===== src/rtl/bus_pkg.sv =====
// Memory-bus definitions shared by the caches and the bus arbiter.
// Latency: none (types/constants only); backpressure: not applicable.
package bus_pkg;

    localparam int BUS_DATA_WIDTH = 64;
    localparam int BUS_TAG_WIDTH  = 13;
    localparam int LINE_BEATS     = 8;

    localparam logic [BUS_TAG_WIDTH-1:0] MEM_READ  = BUS_TAG_WIDTH'(1);
    localparam logic [BUS_TAG_WIDTH-1:0] MEM_WRITE = BUS_TAG_WIDTH'(2);

    typedef enum logic [1:0] {
        ARB_IDLE  = 2'd0,
        ARB_ADDR  = 2'd1,
        ARB_WDATA = 2'd2,
        ARB_RESP  = 2'd3
    } arb_state_t;

endpackage


===== src/rtl/rr_arb2.sv =====
// Two-way round-robin pick; priority flips to the non-owner on release.
// Latency: combinational grant; backpressure: none, caller decides when to use grant.
module rr_arb2
    import bus_pkg::*;
(
    input  logic       clk,
    input  logic       reset,
    input  logic [1:0] req,
    input  logic       release_grant,
    input  logic [1:0] owner,
    output logic [1:0] grant
);

    // 0 favours req[0] (icache), 1 favours req[1] (dcache)
    logic prio_q;

    always_ff @(posedge clk) begin
        if (!reset) begin
            prio_q <= 1'b0;
        end else if (release_grant) begin
            prio_q <= owner[0];
        end
    end

    always_comb begin
        grant = 2'b00;
        if (req == 2'b01) begin
            grant = 2'b01;
        end else if (req == 2'b10) begin
            grant = 2'b10;
        end else if (req == 2'b11) begin
            grant = prio_q ? 2'b10 : 2'b01;
        end
    end

endmodule


===== src/rtl/mem_bus_arbiter.sv =====
// Shares the memory bus between icache and dcache, holding the grant for a whole line.
// Latency: 1 cycle to grant, then zero-latency pass-through; backpressure: bus_reqack relayed to the owner.
module mem_bus_arbiter #(
    parameter int BUS_DATA_WIDTH = bus_pkg::BUS_DATA_WIDTH,
    parameter int BUS_TAG_WIDTH  = bus_pkg::BUS_TAG_WIDTH,
    parameter int LINE_BEATS     = bus_pkg::LINE_BEATS
) (
    input  logic                      clk,
    input  logic                      reset,
    input  logic                      i_reqcyc,
    input  logic [BUS_DATA_WIDTH-1:0] i_req,
    input  logic [BUS_TAG_WIDTH-1:0]  i_reqtag,
    output logic                      i_reqack,
    output logic                      i_respcyc,
    output logic [BUS_DATA_WIDTH-1:0] i_resp,
    output logic [BUS_TAG_WIDTH-1:0]  i_resptag,
    input  logic                      d_reqcyc,
    input  logic [BUS_DATA_WIDTH-1:0] d_req,
    input  logic [BUS_TAG_WIDTH-1:0]  d_reqtag,
    output logic                      d_reqack,
    output logic                      d_respcyc,
    output logic [BUS_DATA_WIDTH-1:0] d_resp,
    output logic [BUS_TAG_WIDTH-1:0]  d_resptag,
    output logic                      bus_reqcyc,
    output logic [BUS_DATA_WIDTH-1:0] bus_req,
    output logic [BUS_TAG_WIDTH-1:0]  bus_reqtag,
    input  logic                      bus_reqack,
    input  logic                      bus_respcyc,
    input  logic [BUS_DATA_WIDTH-1:0] bus_resp,
    input  logic [BUS_TAG_WIDTH-1:0]  bus_resptag,
    output logic                      bus_respack,
    output logic [1:0]                owner
);

    localparam int BEAT_W = $clog2(LINE_BEATS);

    bus_pkg::arb_state_t state_q, state_d;
    logic [1:0]        owner_q, owner_d, grant;
    logic [BEAT_W-1:0] beat_q, beat_d;
    logic              rel, own_i, owner_reqcyc, last_beat;

    // icache requests are always reads, so its tag carries nothing we need
    logic unused_i_reqtag;
    assign unused_i_reqtag = ^i_reqtag;

    assign own_i        = owner_q[0];
    assign owner_reqcyc = own_i ? i_reqcyc : d_reqcyc;
    assign last_beat    = (beat_q == BEAT_W'(LINE_BEATS - 1));
    assign owner        = owner_q;

    rr_arb2 u_rr_arb2 (
        .clk           (clk),
        .reset         (reset),
        .req           ({d_reqcyc, i_reqcyc}),
        .release_grant (rel),
        .owner         (owner_q),
        .grant         (grant)
    );

    always_ff @(posedge clk) begin
        if (!reset) begin
            state_q <= bus_pkg::ARB_IDLE;
            owner_q <= 2'b00;
            beat_q  <= '0;
        end else begin
            state_q <= state_d;
            owner_q <= owner_d;
            beat_q  <= beat_d;
        end
    end

    always_comb begin
        state_d     = state_q;
        owner_d     = owner_q;
        beat_d      = beat_q;
        rel         = 1'b0;
        i_reqack    = 1'b0;
        i_respcyc   = 1'b0;
        i_resp      = '0;
        i_resptag   = '0;
        d_reqack    = 1'b0;
        d_respcyc   = 1'b0;
        d_resp      = '0;
        d_resptag   = '0;
        bus_reqcyc  = 1'b0;
        bus_req     = '0;
        bus_reqtag  = '0;
        bus_respack = 1'b0;

        case (state_q)
            bus_pkg::ARB_IDLE: begin
                if (grant != 2'b00) begin
                    owner_d = grant;
                    beat_d  = '0;
                    state_d = bus_pkg::ARB_ADDR;
                end
            end
            bus_pkg::ARB_ADDR: begin
                bus_reqcyc = owner_reqcyc;
                bus_req    = own_i ? i_req : d_req;
                bus_reqtag = own_i ? bus_pkg::MEM_READ : d_reqtag;
                i_reqack   = own_i && i_reqcyc && bus_reqack;
                d_reqack   = !own_i && d_reqcyc && bus_reqack;
                // a withdrawn request is not a completed line, so priority stays put
                if (!owner_reqcyc) begin
                    owner_d = 2'b00;
                    state_d = bus_pkg::ARB_IDLE;
                end else if (bus_reqack) begin
                    state_d = (!own_i && d_reqtag == bus_pkg::MEM_WRITE) ?
                              bus_pkg::ARB_WDATA : bus_pkg::ARB_RESP;
                end
            end
            bus_pkg::ARB_WDATA: begin
                bus_reqcyc = d_reqcyc;
                bus_req    = d_req;
                bus_reqtag = bus_pkg::MEM_WRITE;
                d_reqack   = d_reqcyc && bus_reqack;
                if (d_reqcyc && bus_reqack) begin
                    if (last_beat) begin
                        rel     = 1'b1;
                        owner_d = 2'b00;
                        beat_d  = '0;
                        state_d = bus_pkg::ARB_IDLE;
                    end else begin
                        beat_d = beat_q + 1'b1;
                    end
                end
            end
            bus_pkg::ARB_RESP: begin
                bus_respack = bus_respcyc;
                if (own_i) begin
                    i_respcyc = bus_respcyc;
                    i_resp    = bus_resp;
                    i_resptag = bus_resptag;
                end else begin
                    d_respcyc = bus_respcyc;
                    d_resp    = bus_resp;
                    d_resptag = bus_resptag;
                end
                if (bus_respcyc) begin
                    if (last_beat) begin
                        rel     = 1'b1;
                        owner_d = 2'b00;
                        beat_d  = '0;
                        state_d = bus_pkg::ARB_IDLE;
                    end else begin
                        beat_d = beat_q + 1'b1;
                    end
                end
            end
            default: begin
                owner_d = 2'b00;
                beat_d  = '0;
                state_d = bus_pkg::ARB_IDLE;
            end
        endcase
    end

endmodule


===== config.mk =====
export PLATFORM = sky130hd
export DESIGN_NAME = mem_bus_arbiter
export DESIGN_NICKNAME = d
export VERILOG_FILES = /design/src/rtl/bus_pkg.sv /design/src/rtl/rr_arb2.sv /design/src/rtl/mem_bus_arbiter.sv
export SDC_FILE = /design/constraint.sdc
export NUM_CORES = 1
export LEC_CHECK = 0
export ABC_AREA = 1
export BUFFER_PORTS_ARGS = -buffer_cell sky130_fd_sc_hd__buf_2
export CAP_MARGIN = 25
export CORE_AREA = 2 2 187 189
export CTS_CLUSTER_DIAMETER = 60
export DETAILED_ROUTE_END_ITERATION = 10
export DIE_AREA = 0 0 189 191
export PLACE_DENSITY_LB_ADDON = 0.15
export SETUP_SLACK_MARGIN = 0.02
export SLEW_MARGIN = 20
export SYNTH_ARGS = -nofsm -noshare
export SYNTH_HDL_FRONTEND = slang
export SYNTH_SLANG_ARGS = --single-unit
export TNS_END_PERCENT = 50

===== constraint.sdc =====
create_clock -name clk -period 4.3 [get_ports clk]
set_clock_uncertainty 0.05 [all_clocks]
set_input_delay 0 -clock clk [delete_from_list [all_inputs] [get_ports clk]]
set_output_delay 0 -clock clk [all_outputs]
set_load 0.005 [all_outputs]

Word-level counts from Yosys, hierarchy flattened
Cells that the tools add are included.
{ "word_totals": {"regBits": 8, "input_bits": 237, "out_inout_bits": 239, "wordCells": 79} }
{ "classes": {"add_sub_neg": 1, "n_eq_ne": 13, "muxes": 48, "reduce_logical": 13} }
{ "op_table": {"columns": ["op", "n"], "rows": [
  ["$mux 64", 5],
  ["$pmux 64 s2", 1],
  ["$mux 13", 5],
  ["$mux 2", 15],
  ["$pmux 13 s2", 1],
  ["$pmux 2 s4", 2],
  ["$eq 13x2->1 const B", 1],
  ["$mux 3", 4],
  ["$reduce_and 4->1", 3],
  ["$mux 1", 11],
  ["$pmux 3 s3", 1],
  ["$eq 2x2->1 const B", 4],
  ["$ne 2x2->1 const B", 4],
  ["$logic_and 1x1->1", 6],
  ["$pmux 1 s2", 3],
  ["$eq 2x1->1 const B", 2],
  ["$add 3x1->3 const B", 1],
  ["$eq 3x3->1 const B", 1],
  ["$ne 3x3->1 const B", 1],
  ["$reduce_bool 3->1", 1],
  ["$logic_not 2->1", 1],
  ["$reduce_bool 2->1", 1],
  ["$logic_not 1->1", 1]
]} }

Logic depth before layout (Yosys ltp)
{ "logic_depth": {"word_depth": 7, "ltp_mapped": 11, "depth_no_buf": 11} }

Cells and area by module
A second synthesis with hierarchy kept.
{ "unflattened": {"cells_unflattened": 608, "hier_area_um2": 2782.7} }
{ "modules_own_cells": {"columns": ["mod", "n_inst", "cells_each", "area_each_um2", "seq_area_each_um2"], "rows": [
  ["mem_bus_arbiter", 1, 599, 2725.1, 140.1],
  ["rr_arb2", 1, 9, 57.6, 20.0]
]} }

Least setup slack after synthesis
No wires, ideal clock.
{ "synth_path": {"path_kind": "register -> output", "from": "reg state_q[1]", "to": "out bus_req[19]", "t_arrival_ns": 1.432, "required_ns": 4.250, "setup_slack_ns": 2.818, "path_stages_with_launch": 8, "cell_sequence": "dfxtp_1 > inv_1 > ha_1 > buf_2 > buf_2 > clkbuf_1 > nand3_1 > nand2_1"} }
{ "synth_via": {"elab_chain_len": 2} }
{ "synth_rtl": {"columns": ["element", "line_no", "source"], "rows": [
  ["start, declared", "mem_bus_arbiter.sv:37", "bus_pkg::arb_state_t state_q, state_d;"],
  ["start signal, assigned", "mem_bus_arbiter.sv:62", "state_q <= bus_pkg::ARB_IDLE;"],
  ["start signal, assigned", "mem_bus_arbiter.sv:66", "state_q <= state_d;"],
  ["$eq 2x2->1 / $eq 2x1->1 (equally long branches)", "mem_bus_arbiter.sv:90", "case (state_q)"],
  ["$pmux 64 s2 *", "mem_bus_arbiter.sv:90", null],
  ["end, declared", "mem_bus_arbiter.sv:25", "output logic [BUS_DATA_WIDTH-1:0] bus_req,"]
]} }
Every way passes the cells marked *; elsewhere a longest branch is shown, timed or not.

Worst setup path in the final report
{ "layout_path": {"from": "reg state_q[1]", "to": "out bus_req[59]"} }
Same word-level chain as after synthesis.

==> qor.csv <==
metric,value,unit
period_share,0.632,
synth_mux_area_frac,0,
layout_min_cycle_time,2.72,ns
maxCapViolCount,0,
synth_top_area_frac,0.250,
die-width,189,µm
critPathKind,reg -> out,
drt_iter0_markers,206,
ys_seq_area_frac,0.0579,
postRouteAntennaNets,0,
synthXorXnorAreaFrac,0,
peakVddDrop,0.150,mV
fin_setup_tns,0,ns
h-tree-depth,1,
fin_nets,1281,
setup_viol,0,
rsz0062_at_grt,no,
grt_first_pass_wirelength,29400,µm
io_buffers,462,
post_cts_buffers,0,
hold_slack,0.00313,ns
post_cts_resized,0,
cts_sinks,8,
start_util,0.0810,
syn_area_per_cell,4.55,µm²
cp-start-kind,flip-flop,
grt_max_degree,95,
numCtsBuffers,3,
ys_seq_elements,8,
tightest_slew,1.01,ns
synth_area,2760,µm²
diodes,0,
synth-simple-area-share,0.589,
cp.required,4.25,ns
slew_viol_final,0,
root_buffer,clkbuf_16,
die_h,191,µm
worstPathArrival,2.67,ns
dp_hpwl,18100,µm
grt_antenna_before_repair,1,
clockBufferDepth,2,
viasPerCell,3.52,
clk_pin_slew,0.04,ns
syn_nets,852,
synth_compound_area_frac,0.0933,
synthCells,608,
wl,21400,µm
relSlewSlack,0.324,
synth_fa_ha_area_frac,0.0317,
final_cell_mix,"buf_2 (462), nor2_1 (184), nand2_1 (106), nand3_1 (97), inv_1 (95)",
netlist_top_cells_area,"nor2_1 (25%), nand3_1 (18%), nand2_1 (15%)",
grt_pass1_vias,4907,
drt_first_pass_iters,4,
grt-ovfl-total,0,
areaGrowthSynthToFinish,101,%
grt_usage,0.107,
layout_commonest_cell,buf_2,
fmax,368,MHz
place.gp.congestion,0.732,
p_leak,0.00378,µW
fp-row-count,68,
cts_tree,done,
die_area,36100,µm²
routedWlPerCell,14.4,µm
ys_warn_count,0,
yosysUniqueCellTypes,20,
ioPinCount,476,
p_per_area,185,nW/µm²
drive_gt1_frac,0.470,
hold_path.class,in -> reg,
synth_top_family_by_area,simple AND/OR/NAND/NOR gates,
status,finished clean,
via_count,5244,
yosysTopAreaCell,nor2_1,
coreArea,34100,µm²
cp_max_fo,40,
cts_hold_buf,0,
clkLatencyLatePin,0.23,ns
drc_errors,0,
finalHoldViolCount,0,
endpoint_kind,output pin,
==> state kept, by name, summed over array words and instances, names as in the netlist <==
| register | flops |
|---|---|
| beat_q | 3 |
| owner | 2 |
| state_q | 2 |
| u_rr_arb2.prio_q | 1 |
==> area by class of cell <==
cell class	instances	area (µm²)
fillers	4114	28600
repair buffers	470	2380
multi-input cells	455	1990
well taps	455	569
inverters	99	372
flip-flops and latches	8	161
clock buffers	3	75.1
==> metrics by stage <==
step                      total power [µW]  area (µm²)  worst slack, ns  utilization  std cells
after floorplan                        546        2760             2.82            -        608
after global placement                 895        5460             1.69        0.160       1486
after detailed placement               882        5460             1.76        0.160       1486
after CTS                             1050        5530             1.51        0.162       1489
after global routing                  1140        5550             1.33        0.163       1490
final                                 1020        5550             1.58        0.163       1490
==> cells in the mapped netlist <==
| cell | number |
|---|---|
| nor2_1 | 184 |
| nand2_1 | 109 |
| nand3_1 | 97 |
| inv_1 | 95 |
| o21ai_1 | 26 |
| buf_2 | 16 |
| o21ai_0 | 16 |
| clkbuf_1 | 15 |
| a21oi_1 | 8 |
| dfxtp_1 | 8 |
| buf_6 | 7 |
| ha_1 | 7 |
| buf_1 | 4 |
| buf_4 | 4 |
| inv_2 | 4 |
| nand2_2 | 2 |
| nor2_2 | 2 |
| nor3_1 | 2 |
| a211oi_1 | 1 |
| nand4_1 | 1 |
==> report_power, final <==
| part | switching (µW) | leakage (µW) | internal, µW |
|---|---|---|---|
| clock network | 37.9 | 0.0000370 | 120 |
| logic | 508 | 0.00368 | 268 |
| registers | 6.55 | 0.0000656 | 84.1 |
==> layer usage <==
metal  track usage  routed length, µm  up-vias
met5             0                 13        -
met4       0.00691                 45        2
met3        0.0240               1840        6
met2         0.204              11000      282
met1         0.126               8580     2258
li1              -                  -     2696
==> worst paths after layout <==
check	start	to	slack, ns	depth (start not counted)
setup / recovery	state_q[1]$_SDFFE_PN0P_	bus_req[59]	1.58	8
hold / removal	reset	owner[0]$_SDFFE_PN0P_	0.003	3
setup reg to reg	state_q[0]$_SDFFE_PN0P_	owner[0]$_SDFFE_PN0P_	2.47	10
hold reg to reg	beat_q[1]$_SDFFE_PN0P_	beat_q[1]$_SDFFE_PN0P_	0.41	2
==> logic make-up (layout without fill, tap and decap cells) <==
group | count (synthesis) | in the layout
and+or+nand+nor | 397 | 397
buffers and inverters | 145 | 572
AOI/OAI and AO/OA | 51 | 51
DFF | 8 | 8
adders and majority gates | 7 | 7
==> worst max-delay path: stages, from the launching register on <==
cell     delay (ns)
dfxtp_1        0.33
inv_1          0.13
ha_1           0.34
nand2_1        0.20
nand2_2        0.60
buf_4          0.43
nand3_1        0.11
nand2_1        0.13
buf_2          0.13
Note: power is estimated with default switching activity, not from simulation.
